<file path="src/rtl/bram_port_arbiter.sv">
// bram_port_arbiter
// Shares port A of the 64 KB block RAM between the CPU and the DMA/loader.
// Each access runs IDLE -> SETUP -> STROBE -> CAPTURE. The BRAM strobe,
// write enable, address and data are all driven from registers. The DMA is
// forced to win after STARVE_LIMIT consecutive CPU grants made while the
// DMA was waiting.
module bram_port_arbiter #(
    parameter int ADDR_W       = 16,
    parameter int DATA_W       = 8,
    parameter int STARVE_LIMIT = 4
) (
    input  logic              i_clk,
    input  logic              i_rst_n,
    input  logic              i_cpu_req,
    input  logic              i_cpu_we,
    input  logic [ADDR_W-1:0] i_cpu_addr,
    input  logic [DATA_W-1:0] i_cpu_wdata,
    output logic              o_cpu_ack,
    output logic [DATA_W-1:0] o_cpu_rdata,
    input  logic              i_dma_req,
    input  logic              i_dma_we,
    input  logic [ADDR_W-1:0] i_dma_addr,
    input  logic [DATA_W-1:0] i_dma_wdata,
    output logic              o_dma_ack,
    output logic [DATA_W-1:0] o_dma_rdata,
    output logic              o_ram_clka,
    output logic              o_ram_wea,
    output logic [ADDR_W-1:0] o_ram_addra,
    output logic [DATA_W-1:0] o_ram_dia,
    input  logic [DATA_W-1:0] i_ram_doa,
    output logic              o_busy,
    output logic              o_owner
);

    localparam logic [3:0] STARVE_MAX = 4'(STARVE_LIMIT);

    typedef enum logic [1:0] {
        ST_IDLE    = 2'd0,
        ST_SETUP   = 2'd1,
        ST_STROBE  = 2'd2,
        ST_CAPTURE = 2'd3
    } state_t;

    state_t              state_r;
    logic [3:0]          starve_r;
    logic                we_r;
    logic                owner_r;
    logic                busy_r;
    logic                clka_r;
    logic                wea_r;
    logic [ADDR_W-1:0]   addra_r;
    logic [DATA_W-1:0]   dia_r;
    logic                cpu_ack_r;
    logic                dma_ack_r;
    logic [DATA_W-1:0]   cpu_rdata_r;
    logic [DATA_W-1:0]   dma_rdata_r;

    logic                any_req_s;
    logic                grant_dma_s;
    logic                sel_we_s;
    logic [ADDR_W-1:0]   sel_addr_s;
    logic [DATA_W-1:0]   sel_wdata_s;
    logic [3:0]          starve_nxt_s;

    // Pick the winner: CPU by default, DMA when alone or when it has been starved.
    always_comb begin
        any_req_s   = i_cpu_req | i_dma_req;
        grant_dma_s = 1'b0;
        if (i_dma_req && (!i_cpu_req || (starve_r == STARVE_MAX))) begin
            grant_dma_s = 1'b1;
        end else begin
            grant_dma_s = 1'b0;
        end
    end

    // Route the winner's transaction fields toward the latch registers.
    always_comb begin
        sel_we_s    = i_cpu_we;
        sel_addr_s  = i_cpu_addr;
        sel_wdata_s = i_cpu_wdata;
        if (grant_dma_s) begin
            sel_we_s    = i_dma_we;
            sel_addr_s  = i_dma_addr;
            sel_wdata_s = i_dma_wdata;
        end else begin
            sel_we_s    = i_cpu_we;
            sel_addr_s  = i_cpu_addr;
            sel_wdata_s = i_cpu_wdata;
        end
    end

    // Next starve count as seen from IDLE: count contested CPU wins, clear otherwise.
    always_comb begin
        starve_nxt_s = starve_r;
        if (!i_dma_req) begin
            starve_nxt_s = 4'd0;
        end else if (grant_dma_s) begin
            starve_nxt_s = 4'd0;
        end else if (starve_r >= STARVE_MAX) begin
            starve_nxt_s = STARVE_MAX;
        end else begin
            starve_nxt_s = starve_r + 4'd1;
        end
    end

    // Access sequencer with registered BRAM strobes, acks and read data.
    always_ff @(posedge i_clk or negedge i_rst_n) begin
        if (!i_rst_n) begin
            state_r     <= ST_IDLE;
            starve_r    <= 4'd0;
            we_r        <= 1'b0;
            owner_r     <= 1'b0;
            busy_r      <= 1'b0;
            clka_r      <= 1'b0;
            wea_r       <= 1'b0;
            addra_r     <= '0;
            dia_r       <= '0;
            cpu_ack_r   <= 1'b0;
            dma_ack_r   <= 1'b0;
            cpu_rdata_r <= '0;
            dma_rdata_r <= '0;
        end else begin
            case (state_r)
                ST_IDLE: begin
                    cpu_ack_r <= 1'b0;
                    dma_ack_r <= 1'b0;
                    clka_r    <= 1'b0;
                    starve_r  <= starve_nxt_s;
                    if (any_req_s) begin
                        state_r <= ST_SETUP;
                        owner_r <= grant_dma_s;
                        we_r    <= sel_we_s;
                        wea_r   <= sel_we_s;
                        addra_r <= sel_addr_s;
                        dia_r   <= sel_wdata_s;
                        busy_r  <= 1'b1;
                    end
                end
                ST_SETUP: begin
                    clka_r  <= 1'b1;
                    state_r <= ST_STROBE;
                end
                ST_STROBE: begin
                    clka_r  <= 1'b0;
                    wea_r   <= 1'b0;
                    state_r <= ST_CAPTURE;
                    if (owner_r) begin
                        dma_ack_r <= 1'b1;
                    end else begin
                        cpu_ack_r <= 1'b1;
                    end
                    // Only reads update the owner's read-data register.
                    if (!we_r) begin
                        if (owner_r) begin
                            dma_rdata_r <= i_ram_doa;
                        end else begin
                            cpu_rdata_r <= i_ram_doa;
                        end
                    end
                end
                ST_CAPTURE: begin
                    cpu_ack_r <= 1'b0;
                    dma_ack_r <= 1'b0;
                    busy_r    <= 1'b0;
                    state_r   <= ST_IDLE;
                end
                default: begin
                    state_r   <= ST_IDLE;
                    clka_r    <= 1'b0;
                    wea_r     <= 1'b0;
                    busy_r    <= 1'b0;
                    cpu_ack_r <= 1'b0;
                    dma_ack_r <= 1'b0;
                end
            endcase
        end
    end

    assign o_cpu_ack   = cpu_ack_r;
    assign o_cpu_rdata = cpu_rdata_r;
    assign o_dma_ack   = dma_ack_r;
    assign o_dma_rdata = dma_rdata_r;
    assign o_ram_clka  = clka_r;
    assign o_ram_wea   = wea_r;
    assign o_ram_addra = addra_r;
    assign o_ram_dia   = dia_r;
    assign o_busy      = busy_r;
    assign o_owner     = owner_r;

endmodule
</file>
<file path="config.mk">
export PLATFORM = sky130hd
export DESIGN_NAME = bram_port_arbiter
export DESIGN_NICKNAME = d
export VERILOG_FILES = /design/src/rtl/bram_port_arbiter.sv
export SDC_FILE = /design/constraint.sdc
export NUM_CORES = 1
export LEC_CHECK = 0
export CAP_MARGIN = 20
export CORE_MARGIN = 2
export CORE_UTILIZATION = 46
export CTS_CLUSTER_SIZE = 20
export DETAILED_ROUTE_END_ITERATION = 16
export PLACE_DENSITY = 0.86
export SKIP_CTS_REPAIR_TIMING = 1
export SYNTH_ARGS = -nofsm -noshare
export SYNTH_HDL_FRONTEND = slang
export SYNTH_SLANG_ARGS = --single-unit
</file>
<file path="constraint.sdc">
create_clock -name i_clk -period 4.6 [get_ports i_clk]
set_input_delay 0.69 -clock i_clk [delete_from_list [all_inputs] [get_ports i_clk]]
set_output_delay 0.69 -clock i_clk [all_outputs]
set_load 0.03 [all_outputs]
</file>
After elaboration in Yosys (flattened, before gate mapping) --
Index checks and enable logic that the tools add are counted.
Word-level totals: register bits 53, bits of input ports 62, output and inout port bits 46, logic and storage cells 60
Cells by class: add/sub/neg operators 1, $lt $le $gt $ge 1, equality and inequality tests 7, mux-type cells 18, bitwise gates (word level) 3, reduce and logical (&&, ||, !) cells 17
Operator list (number):
- 2-to-1 mux 16 bit | 1
- 2-to-1 mux 4 bit | 3
- one-hot mux 1 bit (2 select lines) | 5
- AND reduction 2 bit | 5
- 2-to-1 mux 8 bit | 1
- one-hot mux 2 bit (4 select lines) | 1
- nonzero test 2 bit | 4
- 2-to-1 mux 1 bit | 6
- != test 2 bit, second input constant | 3
- AND reduction 3 bit | 2
- adder 4 x 1 -> 4 bit, second input constant | 1
- equality test 2 bit, second input constant | 2
- equality test 4 x 3 -> 1 bit, second input constant | 1
- >= comparator 4 x 3 -> 1 bit, second input constant | 1
- OR reduction 2 bit | 2
- equality test 2 x 1 -> 1 bit, second input constant | 1
- logical NOT 2 bit | 1
- 2-to-1 mux 2 bit | 1
- inverter 1 bit | 2
- logical AND 1 bit | 1
- logical NOT 1 bit | 1
- logical OR 1 bit | 1
- OR 1 bit | 1

Depth between registers and ports, before layout --
Gate-level depths: netlist of the first run.
depth after elaboration 7, depth in mapped cells 7, depth with buffers taken out 5

Worst setup path after synthesis of the first run --
Ideal clock, no wire load.
kind input port to flip-flop, start point input i_dma_req, end point register wea_r, in the netlist o_ram_wea, library setup time 134 ps, arrival 1504 ps, required time 4466 ps, slack 2962 ps, stages 5, buffers on the path 2, cells stage by stage buf_4 -> nand4b_4 -> a21boi_4 -> buf_4 -> o211ai_1
On the way: cells in the longest elaborated chain, start to end 5, elaborated cells between the ends (all ways) 8, those cells by class eq/ne: 1; mux: 4; bitwise: 1; reduce/logical: 2
RTL lines:
- start, declared | line 20 | input logic i_dma_req,
- logical AND 1 bit | line 69 | if (i_dma_req && (!i_cpu_req || (starve_r == STARVE_MAX))) begin
- 2-to-1 mux 1 bit | line 69
- 2-to-1 mux 1 bit | line 81 | if (grant_dma_s) begin
- 2-to-1 mux 1 bit | line 129 | if (any_req_s) begin
- one-hot mux 1 bit (2 select lines) | line 123 | case (state_r)
- end signal, assigned | line 133 | wea_r <= sel_we_s;
- end, declared | line 50 | logic wea_r;
Several ways; a longest one is shown, not always the timed one. The select of a mux whose other input is x is not followed. A chain may end at the register's enable or synchronous reset.

Final worst setup path of the first run --
start point input i_cpu_req, end point register wea_r, in the netlist o_ram_wea
On the way: cells in the longest elaborated chain, start to end 7, elaborated cells between the ends (all ways) 10, those cells by class eq/ne: 1; mux: 4; bitwise: 1; reduce/logical: 4
RTL lines:
- start, declared | line 14 | input logic i_cpu_req,
- logical NOT 1 bit | line 69
- logical OR 1 bit | line 69
- logical AND 1 bit | line 69
- 2-to-1 mux 1 bit | line 69
- 2-to-1 mux 1 bit | line 81
- 2-to-1 mux 1 bit | line 129
- one-hot mux 1 bit (2 select lines) | line 123
Several ways; a longest one is shown, not always the timed one. The select of a mux whose other input is x is not followed.

==> qor.yml, run 1 <==
drc: 0
intPower_mw: 1.48
worstPathCellList: "clkdlybuf4s50_1 -> buf_4 -> o21a_1 -> nand3b_1 -> o211ai_1"
syn_to_final_growth_pct: 48.0
hp-class: "input pin to async pin"
ys_seq_area_frac: 0.523
cp_slowest_cell: "clkdlybuf4s50_1"
numCtsBuffers: 5
nets: 406
hold_violations: 0
power_density_nw_per_um2: 684
cp-end-kind: "register"
core-area_um2: 5410
cp_top_family: "buffers and inverters"
dp_hpwl_mm: 4.41
first_pass_iters: 5
crit_path_start_kind: "input pin"
status: "completed"
synthDistinctLibCells: 29
syn_nets: 306
cp.buffers_inverters: 2
clock_latency_ns: 0.31
grt_pass1_vias: 2199
clockPowerShare: 0.126
comb_power_share: 0.559
cts_root_buf: "clkbuf_8"
irDropWorstVdd_uv: 317
dieArea_um2: 6120
r2r_cells: 5
r2r-start: "starve_r[0]$_DFFE_PN0N_"
arrival_ns: 3.00
io_pins: 108
layout_commonest_cell: "clkdlybuf4s50_1"
drv_slew: 0
grt_pass1_wl_mm: 10.2
slew_headroom: 0.352
layout-drive-gt1-share: 0.115
antennaDiodeCount: 0
clk_path_buf_depth: 2
r2r_setup_slack_ns: 2.58
path_depth: 5
setup_viol: 0
place_inst: 401
p_seq_frac: 0.315
viasPerCell: 5.41
ant_nets: 0
finalSetupTns_ns: 0
row_count: 27
crit_path_max_fanout: 27
die_x_um: 78.3
criticalPathCategory: "input pin to register"
start_util: 0.469
ys_seq_elements: 53
grt_start_max_net_pins: 54
antenna_found_initial: 0
finalCritPeriodShare: 0.604
rsz0062_at_grt: "false"
drt_wl_total_mm: 6.22
fin_cells: 410
switching_power_mw: 1.09
clk_pin_slew_worst_paths_ns: 0.10
post_drt_wl_per_cell_um: 15.2
tightest_slew_ns: 0.972
syn_avg_cell_area_um2: 10.7
tritoncts: "built"
grt_overflow: 0
final_cell_mix: "clkdlybuf4s50_1, nand2_1, dfrtp_1, nand4_1, o211ai_1"
die_y_um: 78.3
p_leak_nw: 1.52
cap_violations: 0
p_sw_frac: 0.424
fin_crit_ns: 2.78
fin_worst_skew_ns: 0.00747
clock-sinks: 53
gp_congestion: 0.810
critPathRequiredTime_ns: 4.83
r2r_end: "o_ram_addra[10]$_DFFE_PN0P_"
slowest_delay_ns: 0.85
yosysWarnings: 0
synth_area_leaders: "dfrtp_1, mux2_2, nand2_1, o211ai_1, nand4_1"
grt_usage: 0.211
syn_inst: 237
fmax_ghz: 0.360
routed-via-count: 2218
h-tree-depth: 2
first_iter_violations: 103
netlist_area_um2: 2540
synth_largest_area_cell: "dfrtp_1"
io_buffers: 107
synth_top_cell_area_share: 0.523
[synthesized netlist by cell type (all sizes together)]
library cell,count
nand2,55
dfrtp,53
nand4,26
o211ai,26
mux2,20
buf,12
ha,7
clkbuf,6
inv,6
o21ai,4
nor2,3
a21oi,2
a22o,2
nand3b,2
nor2b,2
nor3b,2
or4,2
a21boi,1
a31oi,1
mux2i,1
nand4b,1
nor3,1
o21a,1
o221a,1
[metrics by stage]
stage                     worst slack [ns]  power, mW  hold slack (ns)  utilization  cell area [µm²]
after global placement                1.55       2.21            0.477        0.670             3620
after global routing                  1.63       2.73            0.533        0.694             3750
after CTS                             1.85       2.57            0.507        0.692             3740
after detailed placement              1.53       2.25            0.485        0.670             3620
final                                 1.82       2.57            0.503        0.694             3750
after floorplan                       2.96       1.69            0.394            -             2540
[power groups by stage]
stage / registers [mW] / clock network (mW) / logic, mW
5_1_grt: 0.842 / 0.345 / 1.54
4_1_cts: 0.812 / 0.326 / 1.44
6_report: 0.810 / 0.323 / 1.44
3_5_place_dp: 0.821 / 0 / 1.43
2_1_floorplan: 1.19 / 0 / 0.501
3_3_place_gp: 0.808 / 0 / 1.40
[registers in the layout, indices dropped and copies added (netlist names)]
signal       flops
o_busy           1
o_dma_ack        1
we_r             1
o_cpu_rdata      8
o_ram_addra     16
o_ram_wea        1
starve_r         4
o_owner          1
o_dma_rdata      8
o_ram_dia        8
o_cpu_ack        1
o_ram_clka       1
state_r          2
[logic make-up (layout without fill, tap and decap cells)]
group | count (synthesis) | in the layout | synth area share
simple gates | 94 | 94 | 0.190
mux | 21 | 21 | 0.0927
compound gates | 38 | 38 | 0.114
fa+ha+maj | 7 | 7 | 0.0345
flops | 53 | 53 | 0.523
buf+inv | 24 | 125 | 0.0449
[how the worst max path moves through the flow]
stage              start                     endpoint  slack, ns
2_1_floorplan  i_dma_req        o_ram_wea$_DFFE_PN0P_       2.96
3_3_place_gp   i_cpu_req        o_ram_wea$_DFFE_PN0P_       1.55
3_5_place_dp   i_cpu_req  o_ram_addra[10]$_DFFE_PN0P_       1.53
4_1_cts        i_cpu_req  o_ram_addra[10]$_DFFE_PN0P_       1.85
5_1_grt        i_cpu_req  o_ram_addra[11]$_DFFE_PN0P_       1.63
6_report       i_cpu_req        o_ram_wea$_DFFE_PN0P_       1.82
[layout make-up]
type	count	area [µm²]
clock inverter	3	46.3
clock buffer	5	68.8
multi-input combinational	160	1100
sequential	53	1330
fill	416	1650
tap	72	90.1
timing repair buffer	111	1100
inverter	6	22.5
[metal layers]
metal  track usage  up-vias  part of all wire
met3        0.0609        6             0.067
met5             0        -                 0
met1         0.255     1069              0.43
met2         0.369       89              0.49
li1              -     1054                 -
met4        0.0526        0            0.0098
Note: power is estimated with default switching activity, not from simulation.
==> run 2: changes to the inputs <==
- CORE_UTILIZATION: 46 -> 38
- PLACE_DENSITY: 0.86 -> 0.76
- clock period: 4.6 -> 2.35 ns (I/O delays scaled with it)
==> qor.yml, run 2 (synthesis results as in run 1) <==
power_density_nw_per_um2: 1310  # was 684 nW/µm²
tritoncts: "built"  # unchanged
r2r_cells: 4  # was 5
final_cell_mix: "clkdlybuf4s50_1, nand2_1, dfrtp_1, nand4_1, o211ai_1"  # unchanged
criticalPathCategory: "register to output port"  # was input pin to register
r2r_setup_slack_ns: 0.48  # was 2.58 ns
grt_start_max_net_pins: 30  # was 54
cap_violations: 0  # unchanged
clock_latency_ns: 0.32  # was 0.31 ns
grt_overflow: 0  # unchanged
core-area_um2: 6390  # was 5410 µm²
rsz0062_at_grt: "false"  # unchanged
total_power_mw: 4.99  # was 2.57 mW
post_drt_wl_per_cell_um: 15.5  # was 15.2 µm
dp_hpwl_mm: 4.83  # was 4.41 mm
row_count: 29  # was 27
comb_power_share: 0.573  # was 0.559
arrival_ns: 1.55  # was 3.00 ns
nets: 414  # was 406
die_x_um: 85.7  # was 78.3 µm
irDropWorstVdd_uv: 828  # was 317 µV
antenna_found_initial: 0  # unchanged
hp-class: "input pin to async pin"  # unchanged
antennaDiodeCount: 0  # unchanged
crit_path_max_fanout: 6  # was 27
critPathRequiredTime_ns: 2.00  # was 4.83 ns
tightest_slew_ns: 0.608  # was 0.972 ns
syn_to_final_growth_pct: 50.2  # was 48.0%
p_leak_nw: 1.55  # was 1.52 nW
cp_slowest_cell: "clkdlybuf4s50_1"  # unchanged
cp_top_family: "buffers and inverters"  # unchanged
h-tree-depth: 2  # unchanged
worstPathCellList: "clkdlybuf4s50_1"  # was clkdlybuf4s50_1 -> buf_4 -> o21a_1 -> nand3b_1 -> o211ai_1
setup_viol: 0  # unchanged
io_pins: 108  # unchanged
die_y_um: 85.7  # was 78.3 µm
path_depth: 1  # was 5
numCtsBuffers: 5  # unchanged
io_buffers: 107  # unchanged
place_ws_ns: 0.240  # was 1.53 ns
grt_pass1_vias: 2259  # was 2,199
switching_power_mw: 2.16  # was 1.09 mW
endpoint: "o_owner"  # was o_ram_wea$_DFFE_PN0P_
finalCritPeriodShare: 0.809
cp-end-kind: "output port"  # was register
finalSetupTns_ns: 0  # unchanged
drt_wl_total_mm: 6.56  # was 6.22 mm
first_pass_iters: 4  # was 5
intPower_mw: 2.83  # was 1.48 mW
start_util: 0.397  # was 0.469
cp.buffers_inverters: 1  # was 2
drv_slew: 0  # unchanged
crit_path_start_kind: "register"  # was input pin
clk_path_buf_depth: 2  # unchanged
drc: 0  # unchanged
routed-via-count: 2211  # was 2,218
layout_commonest_cell: "clkdlybuf4s50_1"  # unchanged
fmax_ghz: 0.526
clk_pin_slew_worst_paths_ns: 0.10  # about the same
status: "completed"  # unchanged
viasPerCell: 5.23  # was 5.41
first_iter_violations: 69  # was 103
slew_headroom: 0.595  # was 0.352
regArea_um2: 1330  # unchanged
hold_violations: 0  # unchanged
setup_slack_ns: 0.448  # was 1.82 ns
layout-drive-gt1-share: 0.136  # was 0.115
gp_congestion: 0.738  # was 0.810
cts_root_buf: "clkbuf_8"  # unchanged
nFillCells: 555  # was 416
place_inst: 414  # was 401
p_seq_frac: 0.318  # was 0.315
clockPowerShare: 0.109  # was 0.126
grt_pass1_wl_mm: 10.7  # was 10.2 mm
grt_usage: 0.185  # was 0.211
fin_cells: 423  # was 410
dieArea_um2: 7340  # was 6120 µm²
r2r_end: "o_cpu_rdata[6]$_DFFE_PN0P_"  # was o_ram_addra[10]$_DFFE_PN0P_
fin_crit_ns: 1.90
fin_worst_skew_ns: 0.00693  # was 0.00747 ns
r2r-start: "state_r[0]$_DFFE_PN0P_"  # was starve_r[0]$_DFFE_PN0N_
clock-sinks: 53  # unchanged
multiInputGateArea_um2: 1100  # unchanged
critPathLaunch: "o_owner$_DFFE_PN0P_"  # was i_cpu_req
p_sw_frac: 0.432  # was 0.424
slowest_delay_ns: 0.73  # was 0.85 ns
ant_nets: 0  # unchanged
largest_register_ffs: 16  # unchanged
[run 2: worst min-delay path by stage]
stage	start	to	slack (ns)	depth (start not counted)
6_report	i_rst_n	o_dma_rdata[6]$_DFFE_PN0P_	0.03	1
5_1_grt	i_rst_n	o_dma_rdata[6]$_DFFE_PN0P_	0.07	1
4_1_cts	i_rst_n	o_dma_rdata[6]$_DFFE_PN0P_	0.04	1
3_5_place_dp	i_rst_n	o_cpu_ack$_DFFE_PN0P_	0.40	1
3_3_place_gp	i_rst_n	o_ram_clka$_DFFE_PN0P_	0.40	1
2_1_floorplan	i_rst_n	o_busy$_DFFE_PN0P_	0.06	0
[run 2: final cells by class]
cell class | instances | area share
Multi-Input combinational cell | 160 | 0.288
Tap cell | 77 | 0.0253
Timing Repair Buffer | 119 | 0.308
Inverter | 6 | 0.00591
Sequential cell | 53 | 0.348
Clock inverter | 3 | 0.00690
Clock buffer | 5 | 0.0181
[run 2: metal layers]
layer	GRT usage	up-vias	part of all wire
li1	-	1061	-
met1	0.220	1053	0.42
met2	0.322	90	0.50
met3	0.0587	7	0.077
met4	0.0519	0	0.010
met5	0	-	0
[run 2: power by group through the flow]
stage          sequential [mW]  combinational, mW  clock (mW)
6_report                  1.59               2.86       0.545
3_3_place_gp              1.59               2.81           0
3_5_place_dp              1.61               2.87           0
5_1_grt                   1.64               3.08       0.597
4_1_cts                   1.59               2.87       0.562
2_1_floorplan             2.32              0.982           0
[run 2: metrics by stage]
step                      utilization  hold WS [ns]  cell area, µm²
final                           0.596        0.0263            3810
after CTS                       0.595        0.0402            3800
after global placement          0.580         0.397            3700
after floorplan                     -        0.0569            2540
after detailed placement        0.580         0.397            3700
after global routing            0.596        0.0668            3810
